[src/rtl/shift_sequencer.sv]
// Multi-cycle shift controller: drives an external 1-bit shifter once per cycle until done.
// Optional sign-fill for right shifts is enabled by defining SHIFT_SEQ_ARITH_EN.
module shift_sequencer #(
  parameter int unsigned DATA_W = 32,
  parameter int unsigned AMT_W  = 5
) (
  input  logic              clk,
  input  logic              reset,
  input  logic              start,
  input  logic              right,
  input  logic              arith,
  input  logic [AMT_W-1:0]  amount,
  input  logic [DATA_W-1:0] D_in,
  output logic [DATA_W-1:0] D_out,
  output logic              busy,
  output logic              done,
  output logic              sh_en,
  output logic              sh_right,
  output logic [DATA_W-1:0] sh_in,
  input  logic [DATA_W-1:0] sh_out
);

  typedef enum logic [1:0] {
    StIdle  = 2'd0,
    StShift = 2'd1,
    StDone  = 2'd2
  } state_e;

  state_e              state_q, state_d;
  logic [DATA_W-1:0]   d_out_q, d_out_d;
  logic [AMT_W-1:0]    cnt_q, cnt_d;
  logic                right_q, right_d;
  logic                arith_q, arith_d;
  logic                fill_sign;

`ifdef SHIFT_SEQ_ARITH_EN
  assign fill_sign = right_q & arith_q;
`else
  // arith is still latched so the register state matches the arithmetic build.
  logic unused_arith;
  assign unused_arith = arith_q;
  assign fill_sign    = 1'b0;
`endif

  always_comb begin
    state_d = state_q;
    d_out_d = d_out_q;
    cnt_d   = cnt_q;
    right_d = right_q;
    arith_d = arith_q;
    case (state_q)
      StIdle, StDone: begin
        if (start) begin
          d_out_d = D_in;
          cnt_d   = amount;
          right_d = right;
          arith_d = arith;
          state_d = (amount != '0) ? StShift : StDone;
        end else begin
          state_d = StIdle;
        end
      end
      StShift: begin
        d_out_d = sh_out;
        if (fill_sign) begin
          d_out_d[DATA_W-1] = d_out_q[DATA_W-1];
        end
        cnt_d = cnt_q - AMT_W'(1);
        if (cnt_q == AMT_W'(1)) begin
          state_d = StDone;
        end
      end
      default: state_d = StIdle;
    endcase
  end

  always_ff @(posedge clk) begin
    if (reset) begin
      state_q <= StIdle;
      d_out_q <= '0;
      cnt_q   <= '0;
      right_q <= 1'b0;
      arith_q <= 1'b0;
    end else begin
      state_q <= state_d;
      d_out_q <= d_out_d;
      cnt_q   <= cnt_d;
      right_q <= right_d;
      arith_q <= arith_d;
    end
  end

  assign D_out    = d_out_q;
  assign sh_in    = d_out_q;
  assign busy     = (state_q == StShift);
  assign done     = (state_q == StDone);
  assign sh_en    = (state_q == StShift);
  assign sh_right = right_q;

endmodule

[config.mk]
export PLATFORM = sky130hd
export DESIGN_NAME = shift_sequencer
export DESIGN_NICKNAME = d
export VERILOG_FILES = /design/src/rtl/shift_sequencer.sv
export SDC_FILE = /design/constraint.sdc
export NUM_CORES = 1
export LEC_CHECK = 0
export ABC_CLOCK_PERIOD_IN_PS = 1300
export BUFFER_PORTS_ARGS = -buffer_cell sky130_fd_sc_hd__buf_2
export CORE_MARGIN = 2
export CORE_UTILIZATION = 38
export DETAILED_ROUTE_END_ITERATION = 7
export PLACE_DENSITY = 0.84
export SYNTH_ARGS = -nofsm -noshare
export SYNTH_HDL_FRONTEND = slang
export SYNTH_SLANG_ARGS = --single-unit
[constraint.sdc]
create_clock -name clk -period 1.3 [get_ports clk]
set_input_delay 0.13 -clock clk [delete_from_list [all_inputs] [get_ports clk]]
set_output_delay 0.13 -clock clk [all_outputs]
set_load 0.01 [all_outputs]
==> metrics.yaml, run 1 <==
run_status:
  status: "completed"
drt:
  wl_per_cell_um: 12.0
  drtIter0Drc: 81
  drt_wl_total_um: 5290
  via_count: 2168
  drtAntennaViolNets: 0
  firstDrtPassIters: 4
  via_per_inst: 4.93
  post-route-drc-count: 0
yosys:
  seq_area_frac_synth: 0.379
  synth.area.top_cells: "dfxtp_1, buf_4, nand2_1"
  yosys.area.top_type: "dfxtp_1"
  ys_types: 27
  synth_top_area_share: 0.379
  synth.ff_latch_count: 40
  synthArstFlopShare: 0
  netlist_instances: 262
  yosysWarnings: 0
  syn_area_per_cell_um2: 8.07
  dominantRegCellSynth: "dfxtp_1"
  syn_nets: 338
  synth.cell_area_um2: 2110
  synth_edf_count: 0
cts:
  hold_buffers: 0
  clkTransAtPathRegs_ns: 0.07
  clk_path_buf_depth: 2
  insertion_delay_ns: 0.28
  cts_tree: "done"
  cts_root_buf: "clkbuf_8"
  cts_max_level: 2
  cts_buffers: 5
  cts_sinks: 40
power:
  power_frac_comb: 0.296
  p_leak_nw: 1.37
  intPower_mw: 2.28
  p_sw_mw: 1.03
  powerDensity_nw_per_um2: 1170
  pwr-share-clk: 0.267
  ir_drop_v: 0.000478
  netSwitchingFraction: 0.310
  seq_power_share: 0.437
floorplanning:
  start_util: 0.389
  fp.dieW_um: 78.6
  ios: 142
  die_h_um: 78.6
  design.die.area_um2: 6170
  core_area_um2: 5440
  rows: 27
grt:
  grt_usage: 0.170
  grt_pass1_wl_um: 8450
  first_global_vias: 1895
  grt_max_degree: 41
  antenna_found_initial: 0
  overflow: 0
sta:
  slew_headroom: 0.788
  slew_violations: 0
  setup_tns_ns: 0
  tightest_slew_ns: 0.315
  fin_crit_sh: 0.940
  period_minus_slack_ns: 1.22
  setup_viol: 0
  grt_setup_unrepaired: "no"
  hold_viol: 0
  holdWs_ns: 0.0856
  fmax_mhz: 818
  clock_skew_ns: 0.00402
worst_setup_path:
  crit_slowest_cell: "dfxtp_1"
  start_kind: "register"
  rrSetupSlack_ns: 0.10
  cp_max_fo: 10
  crit_chain: "nand2b_4 -> inv_4 -> buf_4 -> buf_2"
  cp.arrival_ns: 1.09
  endpoint_kind: "primary output"
  worst_ep_required_time_ns: 1.17
  reg2regPathDepth: 6
  cp_slowest_stage_delay_ns: 0.31
  crit_type: "register to primary output"
placed_design:
  numPortBuffers: 140
  gp_congestion: 0.830
  hpwlAfterDp_um: 3910
finish:
  final_common_cell: "buf_2"
  n_fill_cell: 521
  nets: 444
  syn_to_final_growth_pct: 33.6
  antenna_cells: 0
  drive_above_1_share: 0.484
  mostFrequentLayoutCells: "buf_2, nand2_1, dfxtp_1"
worst_hold_path:
  hp-class: "primary input to register"
  min_path_cells: 3
run:
  cap_violations: 0
-- kinds of logic after synthesis --
| group | Yosys count | synth area share |
|---|---|---|
| AOI/OAI and AO/OA | 47 | 0.209 |
| adders and majority gates | 2 | 0.0118 |
| DFF | 40 | 0.379 |
| buffers and inverters | 56 | 0.182 |
| and+or+nand+nor | 117 | 0.218 |
-- synth_stat cells (all sizes together) (2+ instances only) --
| cell type | instances |
|---|---|
| nor2 | 39 |
| dfxtp | 40 |
| nand2b | 2 |
| inv | 3 |
| o21ai | 2 |
| a311oi | 32 |
| a32oi | 2 |
| nor3 | 3 |
| a221oi | 2 |
| clkbuf | 4 |
| a21oi | 6 |
| buf | 49 |
| ha | 2 |
| nand2 | 69 |
| nor2b | 2 |
-- metrics by stage --
stage | utilization | instances | instance area, um^2 | power (mW) | setup WS, ns
floorplan | - | 262 | 2110 | 2.14 | 0.0912
global placement | 0.493 | 432 | 2680 | 2.41 | 0.120
detailed placement | 0.493 | 432 | 2680 | 2.44 | 0.0661
CTS | 0.513 | 440 | 2790 | 3.34 | 0.0103
global route | 0.519 | 440 | 2820 | 3.52 | 0.00709
finish | 0.519 | 440 | 2820 | 3.31 | 0.0777
-- worst max-delay path: cells and delay by family (launching register included) --
kind,cells,cell delay [ns]
DFF,1,0.31
and+or+nand+nor,1,0.16
buffers and inverters,3,0.34
-- cell type report --
cell class	instances	area, um^2	share of cell area
clock buffer	7	96.3	0.0341
sequential	40	802	0.284
inverter	3	13.8	0.00487
multi-input combinational	166	968	0.343
tap	72	90.1	0.0319
timing repair buffer	152	853	0.302
-- power groups by stage --
stage	clock network, mW	logic, mW	registers (mW)
floorplan	0	0.625	1.52
global placement	0	0.947	1.46
detailed placement	0	0.965	1.47
CTS	0.913	0.975	1.45
global route	0.968	1.08	1.47
finish	0.882	0.980	1.45
-- flip-flops by register name, indices dropped and copies added (netlist names) --
signal,count
state_q,2
D_out,32
cnt_q,5
sh_right,1
-- path summary, 6_finish.rpt --
check | to | start
setup / recovery | sh_en | state_q[1]
hold / removal | sh_right | right
setup reg to reg | D_out[26] | state_q[1]
hold reg to reg | sh_right | sh_right
-- repair_timing --
action,4_1_cts,5_1_grt
setup buffers,1,0
gates resized for setup,2,6
cloned,0,0
setup endpoints to repair,2,32
endpoints found under the hold margin,0,0
-- routing by layer --
layer / vias up / global-route usage / share of wire
met4: 0 / 0.0474 / 0.0044
li1: 1076 / - / -
met3: 2 / 0.0379 / 0.065
met1: 1005 / 0.204 / 0.43
met2: 85 / 0.303 / 0.50
met5: - / 0 / 0
Power figures use the tool's default switching activity.
==> inputs of run 2 (changes only) <==
--- a/config.mk
+++ b/config.mk
@@ -6,11 +6,13 @@
 export NUM_CORES = 1
 export LEC_CHECK = 0
 export ABC_CLOCK_PERIOD_IN_PS = 1300
-export BUFFER_PORTS_ARGS = -buffer_cell sky130_fd_sc_hd__buf_2
+export CELL_PAD_IN_SITES_DETAIL_PLACEMENT = 0
+export CELL_PAD_IN_SITES_GLOBAL_PLACEMENT = 1
 export CORE_MARGIN = 2
 export CORE_UTILIZATION = 38
 export DETAILED_ROUTE_END_ITERATION = 7
-export PLACE_DENSITY = 0.84
+export DONT_BUFFER_PORTS = 1
+export PLACE_DENSITY = 0.81
 export SYNTH_ARGS = -nofsm -noshare
 export SYNTH_HDL_FRONTEND = slang
 export SYNTH_SLANG_ARGS = --single-unit
==> metrics.yaml, run 2 (same netlist as run 1, synthesis figures left out) <==
grt:
  grt_max_degree: 41  # unchanged
  antenna_found_initial: 0  # unchanged
  first_global_vias: 1579  # was 1895
  grt_pass1_wl_um: 7410  # was 8450 um
  grt_usage: 0.153  # was 0.170
  overflow: 0  # unchanged
run_status:
  violations: "hold timing"
  status: "complete, but fails checks"  # was completed
floorplanning:
  design.die.area_um2: 6170  # unchanged
  die_h_um: 78.6  # unchanged
  fp.dieW_um: 78.6  # unchanged
  rows: 27  # unchanged
  core_area_um2: 5440  # unchanged
  ios: 142  # unchanged
  start_util: 0.389  # unchanged
power:
  powerDensity_nw_per_um2: 1380  # was 1170 nW/um^2
  ir_drop_v: 0.000667  # was 0.000478 V
  p_leak_nw: 0.791  # was 1.37 nW
drt:
  drtIter0Drc: 81  # unchanged
  via_count: 1665  # was 2168
  drt_wl_total_um: 4830  # was 5290 um
  drtAntennaViolNets: 0  # unchanged
  wl_per_cell_um: 15.7  # was 12.0 um
  via_per_inst: 5.41  # was 4.93
  post-route-drc-count: 0  # unchanged
  firstDrtPassIters: 4  # unchanged
sta:
  period_minus_slack_ns: 1.27  # was 1.22 ns
  slew_headroom: 0.781  # was 0.788
  setup_viol: 0  # unchanged
  grt_setup_unrepaired: "no"  # unchanged
  clock_skew_ns: 0.00687  # was 0.00402 ns
  fmax_mhz: 790  # was 818 MHz
  slew_violations: 0  # unchanged
  fin_crit_sh: 0.974  # was 0.940
  tightest_slew_ns: 0.327  # was 0.315 ns
  hold_viol: 40  # was 0
  holdWs_ns: -0.0903  # was 0.0856 ns
  setup_tns_ns: 0  # unchanged
run:
  cap_violations: 0  # unchanged
worst_setup_path:
  rrSetupSlack_ns: 0.03  # was 0.10 ns
  worst_ep_required_time_ns: 1.47  # was 1.17 ns
  crit_type: "register to register"  # was register to primary output
  r2r_start: "state_q[0]"  # was state_q[1]
  start_kind: "register"  # unchanged
  cp.arrival_ns: 1.44  # was 1.09 ns
  reg2regPathDepth: 4  # was 6
  cp_max_fo: 33  # was 10
  endpoint_kind: "register"  # was primary output
  r2r_end: "D_out[13]"  # was D_out[26]
worst_hold_path:
  hp-class: "primary input to register"  # unchanged
  holdPathEnd: "D_out[14]"  # was sh_right
  min_path_cells: 1  # was 3
  hp-start: "reset"  # was right
placed_design:
  hpwlAfterDp_um: 3360  # was 3910 um
  gp_congestion: 0.758  # was 0.830
  place_area_um2: 1990  # was 2680 um^2
  numPortBuffers: 0  # was 140
cts:
  cts_root_buf: "clkbuf_8"  # unchanged
  cts_buffers: 5  # unchanged
  insertion_delay_ns: 0.29  # was 0.28 ns
  cts_tree: "done"  # unchanged
  clk_path_buf_depth: 2  # unchanged
  cts_sinks: 40  # unchanged
  clkTransAtPathRegs_ns: 0.08  # was 0.07 ns
  cts_max_level: 2  # unchanged
finish:
  mostFrequentLayoutCells: "nand2_1, dfxtp_1, nor2_1"  # was buf_2, nand2_1, dfxtp_1
  nets: 311  # was 444
  fin_area_um2: 2180  # was 2820 um^2
  largest_reg_flops: 32  # unchanged
  final_common_cell: "nand2_1"  # was buf_2
  antenna_cells: 0  # unchanged
  syn_to_final_growth_pct: 3.08  # was 33.6%
  drive_above_1_share: 0.186  # was 0.484
run 2: repair_timing:
item,in CTS,in global routing
hold endpoints to repair,40,40
pin swaps,0,0
setup buffers,3,2
gates resized for setup,2,4
endpoints found under the setup margin,2,5
run 2: layout make-up:
cell class | instances | area, um^2
Clock buffer | 8 | 90.1
Sequential cell | 40 | 802
Tap cell | 72 | 90.1
Fill cell | 562 | 3260
Timing Repair Buffer | 19 | 218
Inverter | 3 | 13.8
Multi-Input combinational cell | 166 | 965
run 2: power by group:
| group | switching [mW] | internal [mW] | total (mW) | leakage (nW) |
|---|---|---|---|---|
| combinational | 0.330 | 0.283 | 0.612 | 0.413 |
| clock | 0.408 | 0.433 | 0.841 | 0.0455 |
| sequential | 0.207 | 1.36 | 1.56 | 0.332 |
run 2: metal layers:
layer	share of wire	GRT usage
met1	0.44	0.178
met2	0.44	0.249
met3	0.10	0.0609
met4	0.013	0.0614
met5	0	0
run 2: critical path, stage by stage, from the launching register on:
cell      delay (ns)
dfxtp_2         0.37
nand2b_2        0.21
buf_12          0.20
nor2_1          0.06
a311oi_1        0.30
run 2: per-stage QoR:
stage / instances / total power, mW / utilization / hold slack, ns / setup WS [ns]
2_1_floorplan: 262 / 2.14 / - / 0.266 / 0.0912
3_3_place_gp: 295 / 2.13 / 0.366 / 0.205 / 0.103
3_5_place_dp: 295 / 2.15 / 0.366 / 0.206 / 0.0201
4_1_cts: 306 / 3.03 / 0.388 / -0.113 / 0.0323
5_1_grt: 308 / 3.20 / 0.401 / -0.117 / 0.00419
6_report: 308 / 3.02 / 0.401 / -0.0903 / 0.0336
run 2: worst max path at each step:
stage,end,from,depth (start not counted),slack (ns)
global placement,cnt_q[1],state_q[1],5,0.10
finish,D_out[13],state_q[0],4,0.03
detailed placement,D_out[13],state_q[1],4,0.02
floorplan,cnt_q[4],state_q[1],7,0.09
global route,D_out[13],state_q[0],4,0.004
CTS,sh_en,state_q[1],4,0.03
==> inputs of run 3 (changes only) <==
--- a/config.mk
+++ b/config.mk
@@ -8,6 +8,7 @@
 export ABC_CLOCK_PERIOD_IN_PS = 1300
 export CELL_PAD_IN_SITES_DETAIL_PLACEMENT = 0
 export CELL_PAD_IN_SITES_GLOBAL_PLACEMENT = 1
+export CORE_ASPECT_RATIO = 0.8
 export CORE_MARGIN = 2
 export CORE_UTILIZATION = 38
 export DETAILED_ROUTE_END_ITERATION = 7
==> metrics.yaml, run 3 (same netlist as run 1, synthesis figures left out) <==
drt:
  wl_per_cell_um: 15.9  # was 15.7 um
  firstDrtPassIters: 4  # unchanged
  drtIter0Drc: 64  # was 81
  drt_wl_total_um: 4770  # was 4830 um
  drtAntennaViolNets: 0  # unchanged
  post-route-drc-count: 0  # unchanged
  via_per_inst: 5.57  # was 5.41
  via_count: 1666  # was 1665
run_status:
  violations: "hold timing"  # unchanged
  status: "complete, but fails checks"  # unchanged
placed_design:
  numPortBuffers: 0  # unchanged
  dp_cells: 289  # was 295
  gp_congestion: 0.768  # was 0.758
  hpwlAfterDp_um: 3330  # was 3360 um
  dp_slack_ns: 0.0456  # was 0.0201 ns
worst_setup_path:
  reg2regPathDepth: 6  # was 4
  crit_chain: "nand2b_4 -> inv_4 -> buf_12 -> buf_6"  # was nand2b_2 -> buf_12 -> nor2_1 -> a311oi_1
  cp_num_buf_inv: 3  # was 1
  crit_slowest_cell: "dfxtp_2"  # unchanged
  cp_top_family: "buffers and inverters"  # was flip-flops
  start_kind: "register"  # unchanged
  worst_ep_required_time_ns: 1.17  # was 1.47 ns
  cp_slowest_stage_delay_ns: 0.32  # was 0.37 ns
  cp_max_fo: 19  # was 33
  crit_cells: 4  # unchanged
  cp.arrival_ns: 1.10  # was 1.44 ns
  endpoint_kind: "primary output"  # was register
  crit_type: "register to primary output"  # was register to register
sta:
  hold_viol: 40  # unchanged
  fmax_mhz: 812  # was 790 MHz
  grt_setup_unrepaired: "no"  # unchanged
  period_minus_slack_ns: 1.23  # was 1.27 ns
  slew_violations: 0  # unchanged
  layout_setup_ws_ns: 0.0678  # was 0.0336 ns
  slew_headroom: 0.802  # was 0.781
  setup_viol: 0  # unchanged
  setup_tns_ns: 0  # unchanged
  tightest_slew_ns: 0.295  # was 0.327 ns
  clock_skew_ns: 0.00312  # was 0.00687 ns
  fin_crit_sh: 0.948  # was 0.974
  holdWs_ns: -0.0951  # was -0.0903 ns
finish:
  syn_to_final_growth_pct: 2.25  # was 3.08%
  final_common_cell: "nand2_1"  # unchanged
  drive_above_1_share: 0.179  # was 0.186
  n_fill_cell: 562  # unchanged
  mostFrequentLayoutCells: "nand2_1, dfxtp_1, nor2_1"  # unchanged
  final_cells: 299  # was 308
  seq_area_um2: 803  # was 802 um^2
  largest_reg_flops: 32  # unchanged
  nets: 309  # was 311
  multi_input_area_um2: 957  # was 965 um^2
  antenna_cells: 0  # unchanged
power:
  power.total_mw: 3.00  # was 3.02 mW
  p_leak_nw: 0.787  # was 0.791 nW
  powerDensity_nw_per_um2: 1390  # was 1380 nW/um^2
  ir_drop_v: 0.000482  # was 0.000667 V
worst_hold_path:
  hp-class: "primary input to register"  # unchanged
  min_path_cells: 1  # unchanged
grt:
  grt_usage: 0.150  # was 0.153
  overflow: 0  # unchanged
  antenna_found_initial: 0  # unchanged
  first_global_vias: 1582  # was 1579
  grt_max_degree: 41  # unchanged
  grt_pass1_wl_um: 7350  # was 7410 um
floorplanning:
  design.die.area_um2: 6180  # was 6170 um^2
  rows: 24  # was 27
  start_util: 0.391  # was 0.389
  die_h_um: 70.7  # was 78.6 um
  fp.dieW_um: 87.4  # was 78.6 um
  ios: 142  # unchanged
  core_area_um2: 5410  # was 5440 um^2
cts:
  insertion_delay_ns: 0.28  # was 0.29 ns
  clkTransAtPathRegs_ns: 0.07  # was 0.08 ns
  cts_buffers: 5  # unchanged
  clk_path_buf_depth: 2  # unchanged
  cts_tree: "done"  # unchanged
  cts_root_buf: "clkbuf_8"  # unchanged
  cts_max_level: 2  # unchanged
  cts_sinks: 40  # unchanged
run:
  cap_violations: 0  # unchanged
## run 3: what timing repair did
item | CTS | global route
endpoints found under the setup margin | 2 | 9
cloned | 0 | 1
gates resized for setup | 3 | 6
pin swaps | 0 | 1
buffers inserted | 1 | 0
endpoints found under the hold margin | 40 | 40
## run 3: layer usage
| metal | GRT usage | share of wire |
|---|---|---|
| met1 | 0.170 | 0.43 |
| met5 | 0 | 0 |
| met4 | 0.0530 | 0.010 |
| met2 | 0.263 | 0.47 |
| met3 | 0.0490 | 0.090 |
## run 3: where the power goes
part,total (mW),internal (mW),switching (mW)
Clock,0.834,0.433,0.402
Sequential,1.54,1.36,0.189
Combinational,0.619,0.281,0.339
Total,3.00,2.07,0.929
## run 3: final timing paths
check,to,slack [ns],startpoint
worst max-delay path,busy,0.07,state_q[1]
worst max register to register,cnt_q[4],0.08,state_q[1]
worst min register to register,D_out[31],0.48,D_out[31]
worst min-delay path,D_out[11],-0.1,reset
## run 3: worst register-to-register path: stages (launching register included)
cell	delay, ns
dfxtp_2	0.32
nand2b_4	0.16
inv_4	0.07
buf_6	0.13
nand2_1	0.09
o311ai_1	0.23
a21oi_1	0.10
## run 3: per-stage QoR
| stage | utilization | area (um^2) | hold WS, ns |
|---|---|---|---|
| 6_report | 0.400 | 2160 | -0.0951 |
| 5_1_grt | 0.400 | 2160 | -0.114 |
| 4_1_cts | 0.390 | 2110 | -0.110 |
| 3_5_place_dp | 0.370 | 2000 | 0.207 |
| 2_1_floorplan | - | 2110 | 0.266 |
| 3_3_place_gp | 0.370 | 2000 | 0.205 |
## run 3: final cells by class
| class | count | share of cell area |
|---|---|---|
| inverters | 3 | 0.00637 |
| well taps | 65 | 0.0376 |
| flip-flops and latches | 40 | 0.372 |
| clock buffers | 8 | 0.0417 |
| multi-input cells | 166 | 0.443 |
| repair buffers | 17 | 0.0996 |
